[src/rtl/mem_stage_controller.sv]
// MEM-stage data cache sequencer: issues one cache request per load/store, freezes
// the pipeline until completion, captures load data and keeps access statistics.
module mem_stage_controller #(
  parameter int CNT_WIDTH = 32
) (
  input  logic                 clk,
  input  logic                 reset,
  input  logic                 ex_mem_read,
  input  logic                 ex_mem_write,
  input  logic                 cache_is_ready,
  input  logic                 cache_is_output_valid,
  input  logic                 cache_is_hit,
  input  logic [31:0]          cache_dout,
  output logic                 cache_is_input_valid,
  output logic                 mem_stall,
  output logic [31:0]          wb_data,
  output logic                 wb_data_valid,
  output logic [CNT_WIDTH-1:0] hit_count,
  output logic [CNT_WIDTH-1:0] miss_count,
  output logic [CNT_WIDTH-1:0] stall_cycles
);

  typedef enum logic [1:0] {
    IDLE = 2'd0,
    WAIT = 2'd1,
    DONE = 2'd2
  } state_t;

  localparam logic [CNT_WIDTH-1:0] CNT_MAX = '1;
  localparam logic [CNT_WIDTH-1:0] CNT_ONE = {{(CNT_WIDTH-1){1'b0}}, 1'b1};

  state_t               state_q, state_d;
  logic                 is_load_q, is_load_d;
  logic [31:0]          wb_data_q, wb_data_d;
  logic [CNT_WIDTH-1:0] hit_q, hit_d;
  logic [CNT_WIDTH-1:0] miss_q, miss_d;
  logic [CNT_WIDTH-1:0] stall_q, stall_d;
  logic                 req;
  logic                 complete;

  function automatic logic [CNT_WIDTH-1:0] sat_inc(input logic [CNT_WIDTH-1:0] v);
    return (v == CNT_MAX) ? v : v + CNT_ONE;
  endfunction

  assign req = ex_mem_read | ex_mem_write;

  always_ff @(posedge clk) begin
    if (reset) begin
      state_q   <= IDLE;
      is_load_q <= 1'b0;
      wb_data_q <= '0;
      hit_q     <= '0;
      miss_q    <= '0;
      stall_q   <= '0;
    end else begin
      state_q   <= state_d;
      is_load_q <= is_load_d;
      wb_data_q <= wb_data_d;
      hit_q     <= hit_d;
      miss_q    <= miss_d;
      stall_q   <= stall_d;
    end
  end

  // DONE deliberately ignores req: it still belongs to the instruction just finished.
  always_comb begin
    state_d              = state_q;
    cache_is_input_valid = 1'b0;
    mem_stall            = 1'b0;
    complete             = 1'b0;
    case (state_q)
      IDLE: begin
        if (req) begin
          mem_stall = 1'b1;
          if (cache_is_ready) begin
            cache_is_input_valid = 1'b1;
            if (cache_is_output_valid) begin
              complete = 1'b1;
              state_d  = DONE;
            end else begin
              state_d  = WAIT;
            end
          end
        end
      end
      WAIT: begin
        mem_stall = 1'b1;
        if (cache_is_output_valid) begin
          complete = 1'b1;
          state_d  = DONE;
        end
      end
      DONE: begin
        state_d = IDLE;
      end
      default: begin
        state_d = IDLE;
      end
    endcase
  end

  always_comb begin
    is_load_d = is_load_q;
    wb_data_d = wb_data_q;
    hit_d     = hit_q;
    miss_d    = miss_q;
    stall_d   = stall_q;
    if (complete) begin
      is_load_d = ex_mem_read;
      if (ex_mem_read) begin
        wb_data_d = cache_dout;
      end
      if (cache_is_hit) begin
        hit_d = sat_inc(hit_q);
      end else begin
        miss_d = sat_inc(miss_q);
      end
    end
    if (mem_stall) begin
      stall_d = sat_inc(stall_q);
    end
  end

  assign wb_data       = wb_data_q;
  assign wb_data_valid = (state_q == DONE) && is_load_q;
  assign hit_count     = hit_q;
  assign miss_count    = miss_q;
  assign stall_cycles  = stall_q;

endmodule

[config.mk]
export PLATFORM = sky130hd
export DESIGN_NAME = mem_stage_controller
export DESIGN_NICKNAME = d
export VERILOG_FILES = /design/src/rtl/mem_stage_controller.sv
export SDC_FILE = /design/constraint.sdc
export NUM_CORES = 1
export LEC_CHECK = 0
export ABC_AREA = 1
export BUFFER_PORTS_ARGS = -buffer_cell sky130_fd_sc_hd__buf_2
export CORE_ASPECT_RATIO = 2
export CORE_MARGIN = 1
export CORE_UTILIZATION = 35
export DETAILED_ROUTE_END_ITERATION = 8
export GPL_TIMING_DRIVEN = 1
export HOLD_SLACK_MARGIN = 0.03
export PLACE_DENSITY = 0.68
export SYNTH_ARGS = -nofsm -noshare
export SYNTH_HDL_FRONTEND = slang
export SYNTH_SLANG_ARGS = --single-unit
[constraint.sdc]
create_clock -name clk -period 1.6 [get_ports clk]
set_clock_uncertainty 0.05 [all_clocks]
set_input_delay 0.32 -clock clk [delete_from_list [all_inputs] [get_ports clk]]
set_output_delay 0.32 -clock clk [all_outputs]
set_load 0.01 [all_outputs]
==> flow_summary.json <==
{
  "clock_power_share": 0.464,
  "fin_ws_ns": -0.171,
  "ys_seq_area_frac": 0.361,
  "yosysWarnings": 0,
  "start_kind": "flop",
  "internal-power_mw": 6.13,
  "cp_max_fo": 7,
  "boundaryPins": 170,
  "report.final.slew_viol_count": 0,
  "switching_share": 0.253,
  "power_frac_comb": 0.121,
  "synth_area_um2": 7270,
  "irDropWorstVdd_mv": 0.493,
  "startpoint": "stall_cycles[10]",
  "worstMarginPinSlew_ns": 0.424,
  "r2r-start": "stall_cycles[10]",
  "dr.first_iter.drc_count": 442,
  "async_flop_share": 0,
  "relSlewSlack": 0.717,
  "rsz0062_at_grt": "true",
  "setup_viol": 84,
  "io_buffer_count": 169,
  "syn2layout_area_growth_pct": 64.3,
  "p_total_mw": 8.20,
  "cts_htree_levels": 4,
  "worst_hold_path_type": "in -> reg",
  "register_area_um2": 2690,
  "synth_edf_count": 0,
  "rrSetupSlack_ns": -0.17,
  "crit_end": "stall_cycles[10]",
  "syn_inst": 1160,
  "cts_made_buffers": 17,
  "leakage_nw": 5.37,
  "p_seq_frac": 0.415,
  "die_y_um": 206,
  "power.density_nw_per_um2": 687,
  "yosys.cell_types.count": 32,
  "core_area_um2": 20400,
  "start_util": 0.357,
  "wire_per_inst_um": 15.7,
  "wirelength_mm": 28.5,
  "drv_cap": 0,
  "nFillCells": 1841,
  "synth_area_leaders": "dfxtp_1, nand2_1, nor2_1",
  "utilization": 0.587,
  "cts_tree": "built",
  "drtPass1Iterations": 7,
  "drc_errors": 0,
  "endpoint_kind": "flop",
  "syn_nets": 1202,
  "crit_type": "reg -> reg",
  "clock-sinks": 131,
  "reg2reg_depth": 10,
  "cts_root_buf": "clkbuf_16",
  "clkTransAtPathRegs_ns": 0.06,
  "outcome": "finished, violations left",
  "antenna_found_initial": 1,
  "ctsHoldBuffers": 0,
  "num_antenna_cells": 0,
  "finalCritPeriodShare": 1.11,
  "die_area_um2": 21400,
  "hpwl_mm": 18.8,
  "ys_ff_latch": 131,
  "hold_viol_final": 0,
  "synth_top_cell_area_share": 0.361,
  "grt.overflow.total": 0,
  "critical_path_required_ns": 1.88,
  "worstPathArrival_ns": 2.05,
  "p_sw_mw": 2.07,
  "drtAntennaViolNets": 0,
  "synth_flop_cell": "dfxtp_1",
  "multiInputGateArea_um2": 4950,
  "row_count": 74,
  "r2r-end": "stall_cycles[10]",
  "dp_slack_ns": -0.154,
  "drive_gt1_frac": 0.444,
  "insertion_delay_ns": 0.42,
  "fmax_mhz": 565,
  "grtUsageTotal": 0.242,
  "first_global_vias": 8345,
  "final_area_um2": 11900,
  "synth.largest_area_cell": "dfxtp_1",
  "nets": 1583,
  "cts_buffer_depth": 2,
  "place.gp.congestion": 0.936,
  "viasPerCell": 4.98,
  "violations": "setup timing",
  "vias": 9047,
  "dpl_cell_area_um2": 9830,
  "grt_max_degree": 82,
  "postSynthAreaPerCell_um2": 6.27,
  "grt_pass1_wl_mm": 40.6,
  "die_w_um": 104,
  "fin_crit_ns": 1.77
}
==> kinds of logic after synthesis <==
kind of cell	Yosys count	synth area share
xor+xnor	29	0.0349
buf+inv	134	0.0786
compound gates	116	0.0888
fa+ha+maj	3	0.00516
flops	131	0.361
simple gates	747	0.432
==> sequential cells by signal (all words and copies together), names as in the netlist <==
| register | flops |
|---|---|
| hit_count | 32 |
| miss_count | 32 |
| wb_data | 32 |
| state_q | 2 |
| is_load_q | 1 |
| stall_cycles | 32 |
==> worst min path at each step <==
stage	start	slack, ns	cells past startpoint	end
after floorplan	cache_is_output_valid	0.36	1	state_q[0]
after global placement	wb_data[13]	0.39	2	wb_data[13]
after detailed placement	wb_data[27]	0.40	2	wb_data[27]
after CTS	cache_is_output_valid	0.03	2	state_q[0]
after global routing	cache_is_output_valid	0.05	2	state_q[0]
final	cache_is_output_valid	0.05	2	state_q[0]
==> layout by cell type (no fill, tap or decap), types with 12 or more instances in the layout <==
master	netlist	routed
buf_2	12	167
nand4_1	12	12
inv_1	93	87
nand3_2	2	19
nand3b_1	18	18
nand2_1	387	315
buf_12	1	14
nor2_4	5	28
dfxtp_1	131	98
a21oi_2	13	23
nor2_2	11	31
o21ai_2	0	13
o21ai_1	16	16
buf_4	3	179
a21oi_1	65	53
xor2_1	20	20
nand2_4	2	22
nor2_1	209	166
dfxtp_2	0	23
clkbuf_16	0	22
nand3_1	78	55
buf_6	2	30
nand2_2	14	63
==> Yosys cell counts (13+ instances only) <==
master / number
nand3_1: 78
dfxtp_1: 131
nand2_2: 14
a21oi_1: 65
a21oi_2: 13
o21ai_0: 19
nor2_1: 209
inv_1: 93
nand3b_1: 18
nand2_1: 387
clkbuf_1: 18
xor2_1: 20
o21ai_1: 16
==> power groups by stage <==
stage	combinational, mW	sequential [mW]	clock [mW]
after detailed placement	0.779	3.47	0
after global routing	1.07	3.41	4.05
final	0.992	3.40	3.81
after CTS	0.870	3.41	3.91
after floorplan	0.354	3.53	0
after global placement	0.764	3.47	0
==> area by class of cell <==
class	count	share of cell area
clock buffers	19	0.0380
clock inverters	10	0.00921
inverters	95	0.0313
multi-input cells	895	0.415
flip-flops and latches	131	0.225
well taps	266	0.0279
repair buffers	399	0.252
repair inverters	2	0.00209
==> stage by stage <==
step                      TNS [ns]  instances  hold WS (ns)
after detailed placement     -9.07       1744         0.397
after floorplan             -0.659       1160         0.360
after global placement       -5.67       1744         0.394
after CTS                    -2.68       1790        0.0333
final                        -6.27       1817        0.0494
after global routing        -14.27       1817        0.0477
==> layer usage <==
layer  up-vias  track usage  wire [um]
li1       4412            -          -
met1      4158        0.222       9250
met2       336        0.471      15700
met3       141       0.0415       1290
met4         0        0.181       2290
met5         -            0          0
==> critical path, cell delays in order (launching register included) <==
cell,delay (ns)
dfxtp_2,0.40
nand2_1,0.11
nor2_2,0.13
nand2_2,0.11
nor2_4,0.24
buf_6,0.14
nand3_4,0.09
buf_6,0.17
nand3_2,0.07
nand2_1,0.06
nor2_1,0.13
==> what timing repair did <==
item,4_1_cts,5_1_grt
gates resized for setup,98,230
pin swaps,23,69
setup endpoints to repair,89,97
gates cloned,6,6
hold endpoints to repair,0,0
buffers inserted,11,25
Power figures use the tool's default switching activity.
